[src/rtl/ctrl_pkg.sv]
// ctrl_pkg: shared encodings for the multi-cycle controller.
// Holds the FSM state codes, the opcode constants used by the decoder,
// the alu_op codes and the one-hot instruction class payload.
package ctrl_pkg;

    localparam int unsigned STATE_W = 3;
    localparam int unsigned OP_W    = 11;

    localparam logic [2:0] ST_FETCH  = 3'd0;
    localparam logic [2:0] ST_DECODE = 3'd1;
    localparam logic [2:0] ST_EXEC   = 3'd2;
    localparam logic [2:0] ST_MEM    = 3'd3;
    localparam logic [2:0] ST_WB     = 3'd4;

    // Branch opcodes match only on their leading bits
    localparam logic [5:0]  OP_B    = 6'b000101;
    localparam logic [7:0]  OP_CBZ  = 8'b10110100;
    localparam logic [7:0]  OP_CBNZ = 8'b10110101;
    localparam logic [10:0] OP_LDUR = 11'b11111000010;
    localparam logic [10:0] OP_STUR = 11'b11111000000;
    localparam logic [10:0] OP_ADD  = 11'b10001011000;
    localparam logic [10:0] OP_SUB  = 11'b11001011000;
    localparam logic [10:0] OP_AND  = 11'b10001010000;
    localparam logic [10:0] OP_ORR  = 11'b10101010000;

    localparam logic [1:0] ALU_ADD   = 2'b00;
    localparam logic [1:0] ALU_PASS  = 2'b01;
    localparam logic [1:0] ALU_RTYPE = 2'b10;

    typedef struct packed {
        logic r;
        logic ldur;
        logic stur;
        logic cbz;
        logic cbnz;
        logic b;
        logic illegal;
    } op_class_t;

endpackage

[src/rtl/op_decode.sv]
// op_decode: maps the latched 11-bit opcode to a one-hot instruction class.
// Ports: i_opcode (opcode bits [31:21]), o_class (one-hot class, illegal if
// no supported pattern matches).
module op_decode
    import ctrl_pkg::*;
(
    input  logic [OP_W-1:0] i_opcode,
    output op_class_t       o_class
);

    // Patterns are mutually exclusive, so a plain priority chain is one-hot
    always_comb begin
        o_class = '0;
        if (i_opcode[10:5] == OP_B) begin
            o_class.b = 1'b1;
        end else if (i_opcode[10:3] == OP_CBZ) begin
            o_class.cbz = 1'b1;
        end else if (i_opcode[10:3] == OP_CBNZ) begin
            o_class.cbnz = 1'b1;
        end else if (i_opcode == OP_LDUR) begin
            o_class.ldur = 1'b1;
        end else if (i_opcode == OP_STUR) begin
            o_class.stur = 1'b1;
        end else if (i_opcode == OP_ADD || i_opcode == OP_SUB ||
                     i_opcode == OP_AND || i_opcode == OP_ORR) begin
            o_class.r = 1'b1;
        end else begin
            o_class.illegal = 1'b1;
        end
    end

endmodule

[src/rtl/multicycle_control.sv]
// multicycle_control: FETCH/DECODE/EXEC/MEM/WB controller for a small
// multi-cycle datapath. Control outputs are combinational from the state,
// latched opcode, zero and mem_ready; retired counts completed instructions.
// Ports: clock, reset_n (async active-low), mem_rdata_op, mem_ready, zero;
// datapath strobes/selects, alu_op, illegal pulse, state (debug), retired.
module multicycle_control
    import ctrl_pkg::*;
#(
    parameter int unsigned CNT_W = 16
) (
    input  logic               clock,
    input  logic               reset_n,
    input  logic [OP_W-1:0]    mem_rdata_op,
    input  logic               mem_ready,
    input  logic               zero,
    output logic               pc_write,
    output logic               pc_src,
    output logic               ir_write,
    output logic               i_or_d,
    output logic               mem_read,
    output logic               mem_write,
    output logic               reg2loc,
    output logic               alu_src,
    output logic               mem_to_reg,
    output logic               reg_write,
    output logic [1:0]         alu_op,
    output logic               illegal,
    output logic [STATE_W-1:0] state,
    output logic [CNT_W-1:0]   retired
);

    logic [STATE_W-1:0] r_state;
    logic [OP_W-1:0]    r_opcode;
    logic [CNT_W-1:0]   r_retired;

    logic [STATE_W-1:0] w_next;
    op_class_t          w_cls;
    logic               w_retire;
    logic               w_pc_write, w_pc_src, w_ir_write, w_i_or_d;
    logic               w_mem_read, w_mem_write, w_reg2loc, w_alu_src;
    logic               w_mem_to_reg, w_reg_write, w_illegal;
    logic [1:0]         w_alu_op;

    op_decode u_op_decode (
        .i_opcode (r_opcode),
        .o_class  (w_cls)
    );

    // State register
    always_ff @(posedge clock or negedge reset_n) begin
        if (!reset_n) r_state <= ST_FETCH;
        else          r_state <= w_next;
    end

    // Opcode latch, loaded together with the IR
    always_ff @(posedge clock or negedge reset_n) begin
        if (!reset_n)        r_opcode <= '0;
        else if (w_ir_write) r_opcode <= mem_rdata_op;
    end

    // Retired-instruction counter, wraps naturally
    always_ff @(posedge clock or negedge reset_n) begin
        if (!reset_n)      r_retired <= '0;
        else if (w_retire) r_retired <= r_retired + CNT_W'(1);
    end

    // Next state and control decode
    always_comb begin
        w_next       = r_state;
        w_retire     = 1'b0;
        w_pc_write   = 1'b0;
        w_pc_src     = 1'b0;
        w_ir_write   = 1'b0;
        w_i_or_d     = 1'b0;
        w_mem_read   = 1'b0;
        w_mem_write  = 1'b0;
        w_reg2loc    = 1'b0;
        w_alu_src    = 1'b0;
        w_mem_to_reg = 1'b0;
        w_reg_write  = 1'b0;
        w_alu_op     = ALU_ADD;
        w_illegal    = 1'b0;
        case (r_state)
            ST_FETCH: begin
                w_mem_read = 1'b1;
                if (mem_ready) begin
                    w_ir_write = 1'b1;
                    w_pc_write = 1'b1;
                    w_next     = ST_DECODE;
                end
            end
            ST_DECODE: begin
                w_reg2loc = w_cls.stur | w_cls.cbz | w_cls.cbnz;
                if (w_cls.illegal) begin
                    w_illegal = 1'b1;
                    w_next    = ST_FETCH;
                end else begin
                    w_next    = ST_EXEC;
                end
            end
            ST_EXEC: begin
                w_next = ST_FETCH;
                if (w_cls.r) begin
                    w_alu_op = ALU_RTYPE;
                    w_next   = ST_WB;
                end else if (w_cls.ldur || w_cls.stur) begin
                    w_alu_src = 1'b1;
                    w_reg2loc = w_cls.stur;
                    w_next    = ST_MEM;
                end else if (w_cls.cbz || w_cls.cbnz) begin
                    w_alu_op   = ALU_PASS;
                    w_reg2loc  = 1'b1;
                    // Taken when zero matches the branch sense
                    w_pc_write = w_cls.cbz ? zero : ~zero;
                    w_pc_src   = w_pc_write;
                    w_retire   = 1'b1;
                end else if (w_cls.b) begin
                    w_pc_write = 1'b1;
                    w_pc_src   = 1'b1;
                    w_retire   = 1'b1;
                end
            end
            ST_MEM: begin
                w_i_or_d    = 1'b1;
                w_mem_read  = w_cls.ldur;
                w_mem_write = w_cls.stur;
                if (!w_cls.ldur && !w_cls.stur) begin
                    w_next = ST_FETCH;
                end else if (mem_ready) begin
                    w_next   = w_cls.ldur ? ST_WB : ST_FETCH;
                    w_retire = w_cls.stur;
                end
            end
            ST_WB: begin
                w_reg_write  = 1'b1;
                w_mem_to_reg = w_cls.ldur;
                w_retire     = 1'b1;
                w_next       = ST_FETCH;
            end
            default: w_next = ST_FETCH;
        endcase
    end

    // Write strobes are held low for the whole reset assertion
    assign pc_write   = w_pc_write & reset_n;
    assign ir_write   = w_ir_write & reset_n;
    assign reg_write  = w_reg_write & reset_n;
    assign mem_write  = w_mem_write & reset_n;
    assign pc_src     = w_pc_src;
    assign i_or_d     = w_i_or_d;
    assign mem_read   = w_mem_read;
    assign reg2loc    = w_reg2loc;
    assign alu_src    = w_alu_src;
    assign mem_to_reg = w_mem_to_reg;
    assign alu_op     = w_alu_op;
    assign illegal    = w_illegal;
    assign state      = r_state;
    assign retired    = r_retired;

endmodule

[config.mk]
export PLATFORM = sky130hd
export DESIGN_NAME = multicycle_control
export DESIGN_NICKNAME = d
export VERILOG_FILES = /design/src/rtl/ctrl_pkg.sv /design/src/rtl/op_decode.sv /design/src/rtl/multicycle_control.sv
export SDC_FILE = /design/constraint.sdc
export NUM_CORES = 1
export LEC_CHECK = 0
export ABC_AREA = 1
export CAP_MARGIN = 10
export CORE_UTILIZATION = 40
export DETAILED_ROUTE_END_ITERATION = 12
export DONT_BUFFER_PORTS = 1
export PLACE_DENSITY = 0.59
export SKIP_CTS_REPAIR_TIMING = 1
export SLEW_MARGIN = 20
export SYNTH_ARGS = -nofsm -noshare
export SYNTH_HDL_FRONTEND = slang
export SYNTH_SLANG_ARGS = --single-unit
[constraint.sdc]
create_clock -name clock -period 2.4 [get_ports clock]
set_clock_uncertainty 0.15 [all_clocks]
set_input_delay 0.48 -clock clock [delete_from_list [all_inputs] [get_ports clock]]
set_output_delay 0.48 -clock clock [all_outputs]
set_load 0.005 [all_outputs]
== Yosys cells after proc, flatten, opt, wreduce, memory -nomap -nowiden ==
Cells that the tools add are included.

* Bits in registers: 30
* Input port bits: 15
* Output and inout port bits: 32

* Add/subtract/negate cells: 1
* Eq/ne operators: 15
* Mux-type cells: 60
* Bitwise gates (word level): 7
* Reduce and logical (&&, ||, !) cells: 10

{| class="wikitable"
|+ Operators with widths
! operator !! count
|-
| $eq 11x11->1 const B || 6
|-
| $mux 1 || 43
|-
| $mux 3 || 7
|-
| $add 16x1->16 const B || 1
|-
| $eq 8x8->1 const B || 2
|-
| $pmux 3 s4 || 1
|-
| $mux 2 || 4
|-
| $eq 3x2->1 const B || 2
|-
| $eq 6x3->1 const B || 1
|-
| $pmux 1 s2 || 3
|-
| $logic_or 1x1->1 || 5
|-
| $mux 5 || 1
|-
| $and 1x1->1 || 4
|-
| $eq 3x1->1 const B || 1
|-
| $eq 3x3->1 const B || 1
|-
| $logic_not 3->1 || 1
|-
| $ne 3x3->1 const B || 1
|-
| $pmux 1 s3 || 1
|-
| $logic_not 1->1 || 2
|-
| $ne 2x2->1 const B || 1
|-
| $or 1x1->1 || 2
|-
| $reduce_and 2->1 || 1
|-
| $logic_and 1x1->1 || 1
|-
| $not 1->1 || 1
|}

== Logic depth before layout (Yosys ltp) ==
Gate-level depths: netlist of run 1.

* Depth in word-level cells: 16
* Gate-level depth with buffers: 10

== Cells and area by module ==
From an unflattened synthesis of run 1, not the netlist that was laid out.

* Cells, all modules: 285
* Area total of the unflattened synthesis: 1935.6 um2

{| class="wikitable"
|+ By module, submodules not included
! module !! times used !! cells an instance !! area an instance (um2)
|-
| multicycle_control || 1 || 236 || 1724.2
|-
| op_decode || 1 || 49 || 211.5
|}

== Worst setup path after synthesis of run 1 ==
OpenSTA, ideal clock, no wires.

* Path kind: flip-flop to output port
* Start point: reg r_state[0] (netlist: state[0])
* End point: out mem_to_reg
* Data arrival time: 1165 ps
* Setup slack: 605 ps
* Stages on the path, launching flop included: 5
* Cells stage by stage: dfrtp_1 > nor2_1 > nand2_1 > clkbuf_1 > nor2_1

* Word-level cells in the longest chain between the ends: 2

{| class="wikitable"
|+ Ends and longest elaborated chain
! what !! line !! source
|-
| start: declaration || multicycle_control.sv:32 || <nowiki>logic [STATE_W-1:0] r_state;</nowiki>
|-
| start signal: assignment || multicycle_control.sv:52 || <nowiki>else r_state <= w_next;</nowiki>
|-
| $eq 3x3->1 || multicycle_control.sv:83 || <nowiki>case (r_state)</nowiki>
|-
| $mux 1 || multicycle_control.sv:83 ||
|-
| end: declaration || multicycle_control.sv:24 || <nowiki>output logic mem_to_reg,</nowiki>
|}

No other way between the ends.

== Worst setup path in the final report of run 1 ==
* Start point: reg r_state[2] (netlist: state[2])
* End point: out pc_src

* Word-level cells in the longest chain between the ends: 2

{| class="wikitable"
|+ Ends and longest elaborated chain
! what !! line !! source
|-
| $eq 3x2->1 || multicycle_control.sv:83 ||
|-
| $mux 1 || multicycle_control.sv:83 ||
|-
| end: declaration || multicycle_control.sv:17 || <nowiki>output logic pc_src,</nowiki>
|}

No other way between the ends.

==> results of run 1 <==
==> power by group through the flow <==
stage | logic [W] | registers, W | clock network (W)
after floorplan | 0.000381 | 0.000712 | 0
after global placement | 0.000464 | 0.000740 | 0
after detailed placement | 0.000462 | 0.000740 | 0
after CTS | 0.000463 | 0.000734 | 0.000437
after global routing | 0.000548 | 0.000755 | 0.000467
final | 0.000474 | 0.000736 | 0.000429
==> cell type report <==
type	instances	area [µm²]
timing repair buffer	4	45.0
fill	501	2590
clock buffer	7	86.3
tap	67	83.8
multi-input combinational	220	1080
inverter	31	116
clock inverter	1	5.00
sequential	30	751
==> state kept, by name (all words and copies together), names as in the netlist <==
signal and flops:
r_opcode 11, retired 16, state 3
==> how the worst min path moves through the flow <==
stage / cells after the start / start / endpoint
global route: 2 / mem_rdata_op[1] / r_opcode[1]
floorplan: 0 / reset_n / r_opcode[0]
detailed placement: 0 / reset_n / r_opcode[7]
global placement: 0 / reset_n / r_opcode[7]
CTS: 0 / reset_n / retired[6]
finish: 2 / mem_rdata_op[1] / r_opcode[1]
==> cells in the mapped netlist <==
| library cell | number |
|---|---|
| ha_1 | 1 |
| nand4_1 | 21 |
| buf_2 | 3 |
| nand2_1 | 93 |
| nor2_2 | 1 |
| o21ai_0 | 8 |
| nand3_4 | 1 |
| buf_6 | 1 |
| nor3_4 | 1 |
| dfrtp_1 | 30 |
| nand4_4 | 1 |
| inv_1 | 29 |
| inv_2 | 2 |
| clkbuf_1 | 1 |
| nor3_1 | 7 |
| nor2_1 | 36 |
| nand2_2 | 2 |
| xnor2_1 | 5 |
| nor3_2 | 2 |
| xor2_1 | 7 |
| nand3_1 | 24 |
| a21oi_1 | 2 |
| a22oi_1 | 1 |
| o21ai_1 | 6 |
| a211oi_1 | 1 |
| clkbuf_2 | 1 |
==> critical path, cell delays in order (launching register included) <==
cell and delay (ps):
dfrtp_1 470, nor3_2 360, nand2_1 180, a211oi_1 300
==> cells in the final DEF (no fill, tap or decap) <==
master         synthesis  final
a22oi_1                1      1
nor3_2                 2      2
clkbuf_1               1      1
nor2_1                36     36
nand3_1               24     24
ha_1                   1      1
a21oi_1                2      2
nand4_4                1      1
dlygate4sd3_1          0      1
o21ai_0                8      8
inv_1                 29     29
a211oi_1               1      1
dfrtp_1               30     30
buf_12                 0      1
nor3_1                 7      7
nor2_2                 1      1
nand2_1               93     93
nor3_4                 1      1
nand4_1               21     21
nand2_2                2      2
o21ai_1                6      6
buf_4                  0      2
xor2_1                 7      7
clkinv_2               0      1
nand3_4                1      1
clkbuf_8               0      6
xnor2_1                5      5
inv_2                  2      2
==> metal layers <==
metal	track usage, %	wire length, µm
met3	6.67	361
met1	27.0	2360
met5	0	0
met2	30.4	2180
met4	7.41	57
==> logic make-up (layout without fill, tap and decap cells) <==
group / after synthesis / in the layout / synth area share, %
compound gates: 18 / 18 / 4.80
xor+xnor: 12 / 12 / 5.31
flops: 30 / 30 / 37.9
simple gates: 189 / 189 / 43.7
fa+ha+maj: 1 / 1 / 0.632
buf+inv: 37 / 43 / 7.65
==> stage by stage <==
stage / total power [W] / instance area [µm²] / worst slack, ps
detailed placement: 0.00120 / 2040 / 466
floorplan: 0.00109 / 1980 / 605
CTS: 0.00163 / 2130 / 148
global route: 0.00177 / 2160 / 70.1
finish: 0.00164 / 2160 / 168
global placement: 0.00120 / 2040 / 486
==> results.tsv, run 1 <==
metric	value	unit
fin_cells	360	
gp_congestion	0.820	
ant_nets	0	
fin_crit	2230	ps
seq_power_share	44.9	%
synth_nets	303	
synth_cells	287	
placementRows	25	
antenna_cells	0	
die_area	5230	µm²
worstPathArrival	1600	ps
timing.slew.headroom	67.7	%
synth_cell_types	26	
ys_seq_area_share	37.9	%
yosys_warnings	0	
cp-startpoint	state[2]	
drive_above_1_share	6.83	%
via_per_inst	5.13	
finalHoldViolCount	0	
firstDrtPassIters	5	
grt_max_degree	32	
htreeDepth	2	
cellLeakagePower	1.02	nW
pwr-share-clk	26.2	%
rrSetupSlack	510	ps
cts-buffers-inserted	5	
dr_total_vias	1846	
fmax	0.448	GHz
first_iter_violations	143	
fp.coreArea	4750	µm²
switchingPower	0.000643	W
die-height	72.3	µm
rr_endpoint	retired[7]	
track_usage	20.2	%
peakVddDrop	0.000364	V
cp_max_fo	6	
io_pins	47	
cap_violations	0	
swShare	39.3	%
clock-root-buffer	clkbuf_8	
syn_area_per_cell	6.90	µm²
hpwl	3520	µm
fin_crit_sh	93.0	%
clock_latency	290	ps
comb_power_share	28.9	%
r2r_start	state[2]	
synthTopCellsByArea	dfrtp_1, nand2_1, nor2_1	
die_w	72.3	µm
crit_path_end_kind	output pin	
tns	0	ps
syn2layout_area_growth	9.36	%
cts_tree	built	
worst_pin_slew	481	ps
antenna_found_initial	0	
intPower	0.000995	W
ys_ff_latch	30	
drv_slew	0	
yosys.area.top_type	dfrtp_1	
fin_util	45.5	%
clkTransAtPathRegs	70	ps
status	completed	
cts_sinks	30	
dp_cells	350	
wl	4960	µm
grt_overflow_total	0	
clk_path_buf_depth	2	
nNetsFinal	308	
worstSetupStartpointType	flip-flop	
hold_class	in -> reg	
reg2reg_depth	5	
worstPathRequired	1770	ps
setup_violations	0	
start_util	41.6	%
crit_path_end	pc_src	
routedWlPerCell	13.8	µm
numPortBuffers	0	
synth_top_area_share	37.9	%
drcViolationCount	0	
crit_type	reg -> out	
grt_pass1_vias	1780	
rsz0062_at_grt	false	
syn_area	1980	µm²
whs	157	ps
grt_pass1_wl	8270	µm
power_density	757	nW/µm²
(Power assumes the default switching activity.)
==> run 2, diff against run 1 <==
Settings changed: CAP_MARGIN 10 to not set, CORE_UTILIZATION 40 to 27, PLACE_DENSITY 0.59 to 0.45.
Clock period 2.4 ns to 2.6 ns, I/O delays scaled along.
==> run 2 against run 1 <==
Compared with the run above:
- cell area grew 0.98%
- sequential power shrank 8.0%
- die area grew 47%
- clock power shrank 16%
- worst hold slack gained 47 ps
- utilization shrank 14 points
- flip-flop and latch count is the same
- combinational power shrank 5.7%
- worst setup slack gained 160 ps
- via count shrank 0.76%
- register-to-register slack gained 170 ps
- global-route usage shrank 5.0 points
- largest cell class unchanged
==> results.tsv, run 2 (synthesis results as in run 1) <==
metric	value	unit
fmax	0.440	GHz
first_iter_violations	161	
cpLargestDelayFamily	simple AND/OR/NAND/NOR gates	
cts-buffers-inserted	5	
grt_pass1_wl	9050	µm
critical_path.cell_chain	inv_1 -> nor3_2 -> nand2_1 -> a211oi_1	
worstPathArrival	1600	ps
pwr-share-clk	24.2	%
cellLeakagePower	1.01	nW
status	completed	
dr_total_vias	1832	
final_cell_mix	nand2_1, nor2_1, dfrtp_1	
crit_path_end_kind	output pin	
critPathBufInv	1	
grt_max_degree	32	
cp_max_fo	5	
finalHoldViolCount	0	
worstSetupStartpointType	flip-flop	
hpwl	3910	µm
routedWlPerCell	14.0	µm
clock_latency	280	ps
firstDrtPassIters	6	
final_common_cell	nand2_1	
crit_type	reg -> out	
largest_reg_flops	16	
clock-root-buffer	clkbuf_8	
rr_endpoint	retired[5]	
placementRows	30	
track_usage	15.2	%
rrSetupSlack	680	ps
reg2reg_depth	9	
setup_violations	0	
r2r_start	r_opcode[4]	
cts_tree	built	
gp_congestion	0.840	
io_pins	47	
antenna_found_initial	0	
syn2layout_area_growth	10.4	%
worst_slack	329	ps
worstPathRequired	1930	ps
clk_path_buf_depth	2	
min_to	r_opcode[1]	
seq_power_share	45.6	%
power_density	678	nW/µm²
die_area	7680	µm²
timing.slew.headroom	67.9	%
cap_violations	0	
comb_power_share	30.1	%
htreeDepth	2	
worst_pin_slew	477	ps
drive_above_1_share	6.16	%
nNetsFinal	308	
numPortBuffers	0	
swShare	40.0	%
wl	5420	µm
switchingPower	0.000593	W
peakVddDrop	0.000293	V
hold_depth	2	
fp.coreArea	6940	µm²
antenna_cells	0	
die-height	87.6	µm
tns	0	ps
drv_slew	0	
place_ws	599	ps
clkTransAtPathRegs	70	ps
cp_slowest_cell	dfrtp_1	
drcViolationCount	0	
grt_overflow_total	0	
grt_pass1_vias	1842	
via_per_inst	4.72	
cts_sinks	30	
slowest_delay	430	ps
hp-start	mem_rdata_op[1]	
hold_class	in -> reg	
rsz0062_at_grt	false	
die_w	87.6	µm
fin_crit	2270	ps
fin_crit_sh	87.3	%
ant_nets	0	
start_util	28.5	%
intPower	0.000890	W
run 2: cell types whose count changed in the layout (fill, tap and decap cells not counted), sizes merged:
cell	change
clkinv	-1
run 2: metrics by stage:
| step | utilization, % | hold slack [ps] | instance area, µm² | power (W) | std cells |
|---|---|---|---|---|---|
| 2_1_floorplan | - | 74.4 | 1980 | 0.00101 | 287 |
| 3_3_place_gp | 29.9 | 76.4 | 2080 | 0.00112 | 379 |
| 5_1_grt | 31.5 | 212 | 2190 | 0.00162 | 388 |
| 4_1_cts | 31.0 | -228 | 2160 | 0.00149 | 386 |
| 6_report | 31.5 | 204 | 2190 | 0.00148 | 388 |
| 3_5_place_dp | 29.9 | 76.7 | 2080 | 0.00112 | 379 |
run 2: final cells by class:
| class | instances | area [µm²] |
|---|---|---|
| clock buffers | 7 | 76.3 |
| fillers | 783 | 4760 |
| inverters | 31 | 116 |
| multi-input cells | 220 | 1080 |
| flip-flops and latches | 30 | 751 |
| well taps | 96 | 120 |
| repair buffers | 4 | 45.0 |
run 2: worst max-delay path by stage:
stage / startpoint / end / slack (ps) / cells past startpoint
CTS: state[1] / pc_src / 300 / 4
global placement: state[2] / pc_src / 620 / 3
detailed placement: state[2] / pc_src / 600 / 3
finish: state[1] / pc_src / 330 / 4
floorplan: state[0] / mem_to_reg / 770 / 4
global route: state[1] / pc_src / 120 / 4
run 2: per-layer routing:
| layer | vias to the layer above | track usage, % | part of all wire, % |
|---|---|---|---|
| met5 | - | 0 | 0 |
| met4 | 0 | 3.73 | 0.61 |
| met3 | 2 | 4.90 | 6.6 |
| met2 | 41 | 24.4 | 44 |
| met1 | 845 | 19.9 | 49 |
| li1 | 944 | - | - |
run 2: worst register-to-register path: cells and delay by family, from the launching register on:
kind	cells	cell delay (ps)
simple gates	7	1100
flops	1	400
buf+inv	2	170
run 2: power by group through the flow:
stage	registers (W)	logic [W]	clock network (W)
2_1_floorplan	0.000657	0.000351	0
3_3_place_gp	0.000684	0.000441	0
3_5_place_dp	0.000683	0.000437	0
4_1_cts	0.000676	0.000440	0.000377
5_1_grt	0.000695	0.000531	0.000397
6_report	0.000677	0.000447	0.000360
==> RTL edit, RTL diff (flow settings as in run 1) <==
`CNT_W`: 16 -> 18.
--- a/src/rtl/multicycle_control.sv
+++ b/src/rtl/multicycle_control.sv
@@ -6,7 +6,7 @@
 module multicycle_control
     import ctrl_pkg::*;
 #(
-    parameter int unsigned CNT_W = 16
+    parameter int unsigned CNT_W = 18
 ) (
     input  logic               clock,
     input  logic               reset_n,
Ports: changed (resized retired); port bits go from 47 to 49. The function was not compared with the original's and may differ.
==> RTL edit against run 1 <==
- setup slack gained 0.0073 ns
- cell count shrank 2.5%
- routed wire length shrank 9.5%
- count of clock-buffer cells in the layout is the same
- via count shrank 7.0%
- largest cell class unchanged
- highest routed layer unchanged
- fmax grew 0.33%
- synthesized cell count shrank 3.5%
- final area grew 3.9%
- critical endpoint is now pc_write
- sequential cell count grew 2
- synthesized area grew 5.1%
- power grew 3.7%
- register-to-register slack lost 0.03 ns
==> RTL edit: results (changes against run 1) <==
The flow ran to the end, and the final reports show no timing, DRC or antenna violations. The worst-case register-to-register setup slack was 0.48 ns (-0.03 ns). The number of clock buffers inserted by TritonCTS came out at 5 (unchanged). The number of nets produced by synthesis was 293 (-3.3%).

The flip-flop count of the largest register after layout is 18 (+2). The leakage component of the power is 0.00100 uW (-1.2%). The cell count after synthesis is 277 (-3.5%). The detail-routed net length per standard cell was 12.8 um (-7.2%).

Tracing the worst setup path back leads to its startpoint at r_opcode[6]. The instance count after placement with tap cells included is 341 (-2.6%). For this run, the leading register cell type out of synthesis is sky130_fd_sc_hd__dfrtp_1. The type of the tightest min-delay check is primary input to register. The maximum clock insertion buffer count was 2 (unchanged). The pin count of the biggest net entering global routing is 34 (+6.3%). The worst-path maximum fanout is 5 (-1). The final RePlAce weighted congestion is 0.800 (-2.5%).

On the worst path, the slowest cell contributes a delay of 0.46 ns. The final cell count without fillers came out at 351 (-2.5%). The final net count is 299 (-2.9%). The placement-stage cell area came out at 2120 um^2 (+3.7%). The clock-pin transition on the worst setup and hold timing paths came out at 0.07 ns (about the same). The launching point of the worst reg2reg path is r_opcode[0].

The worst register-to-register path ends at retired[8]. The peak supply drop is 0.529 mV (+45%). The worst-case reg-to-reg path depth came out at 7 (+2).

The arrival time at the worst endpoint came out at approximately 1.6 ns. The share of the yosys chip area belonging to registers is 0.385 (+0.00581). The initial antenna violation count is 0 (unchanged). The cell family contributing the most delay on the critical path is simple AND/OR/NAND/NOR gates. The worst setup path is launched from a register. The vias after detailed routing is 1716 (-7.0%). The worst relative slew slack is 0.673 (-0.00408). In the post-synthesis netlist, the biggest area contributors are sky130_fd_sc_hd__dfrtp_1 39%, sky130_fd_sc_hd__nand2_1 12%, sky130_fd_sc_hd__nor2_1 8.3%, sky130_fd_sc_hd__inv_1 6.0%, sky130_fd_sc_hd__o21ai_2 5.5%. The number of DRC markers in iteration 0 is 101 (-29%). The post-synthesis cell type count was 28 (+7.7%). Counting instances in the post-synthesis netlist gives the leading cell types as 65 x sky130_fd_sc_hd__nand2_1, 46 x sky130_fd_sc_hd__nor2_1, 33 x sky130_fd_sc_hd__inv_1, 32 x sky130_fd_sc_hd__dfrtp_1, 15 x sky130_fd_sc_hd__nand3_1. The fraction of the cycle the final worst path needs is 0.927 (-0.00305). Following the worst setup path forward leads to its endpoint at pc_write.

The later-pin clock latency in the skew report came out at 0.29 ns (about the same). The switching component of the power is 649 uW (+0.94%). The first-pass detailed-route iteration total was 6 (+1). The post-DP HPWL came out at 3.32 mm (-5.7%). The total track usage is 0.181 (-0.0218). The first-pass GRT wire length is 7.43 mm (-10%). The proportion of layout cells with a drive suffix above 1 is 0.162 (+0.0937). The worst slack after detailed placement was 0.434 ns (-0.0319 ns).
## RTL edit: cells by family (layout without fill, tap and decap cells)
| logic type | count (synthesis) | in the layout | synth area share |
|---|---|---|---|
| simple gates | 151 | 151 | 0.329 |
| buf+inv | 42 | 49 | 0.0957 |
| fa+ha+maj | 1 | 1 | 0.00602 |
| mux | 3 | 3 | 0.0162 |
| flops | 32 | 32 | 0.385 |
| compound gates | 34 | 34 | 0.109 |
| xor+xnor | 14 | 14 | 0.0590 |
## RTL edit: metal layers
layer | share of wire | track usage | wire (um)
met5 | 0 | 0 | 0
met4 | 0.026 | 0.0919 | 115
met3 | 0.070 | 0.0542 | 316
met2 | 0.46 | 0.296 | 2050
met1 | 0.45 | 0.214 | 2010
## RTL edit: worst min-delay path by stage
stage / startpoint / end / slack, ns / cells past startpoint
3_5_place_dp: reset_n / retired[16] / 0.04 / 0
3_3_place_gp: reset_n / retired[16] / 0.04 / 0
6_report: mem_rdata_op[9] / r_opcode[9] / 0.17 / 1
5_1_grt: mem_rdata_op[9] / r_opcode[9] / 0.17 / 1
2_1_floorplan: reset_n / r_opcode[0] / 0.03 / 0
4_1_cts: reset_n / retired[16] / -0.28 / 0
## RTL edit: cell type report
class                           instances  area, um^2
Clock buffer                            7        86.3
Clock inverter                          1        7.51
Fill cell                             500        2600
Inverter                               37         139
Multi-Input combinational cell        203        1090
Sequential cell                        32         801
Tap cell                               67        83.8
Timing Repair Buffer                    4        45.0
## RTL edit: power groups by stage
stage | clock (uW) | sequential, uW | combinational, uW
floorplan | 0 | 754 | 370
global placement | 0 | 780 | 446
detailed placement | 0 | 779 | 454
CTS | 461 | 770 | 455
global route | 482 | 797 | 542
finish | 448 | 778 | 473
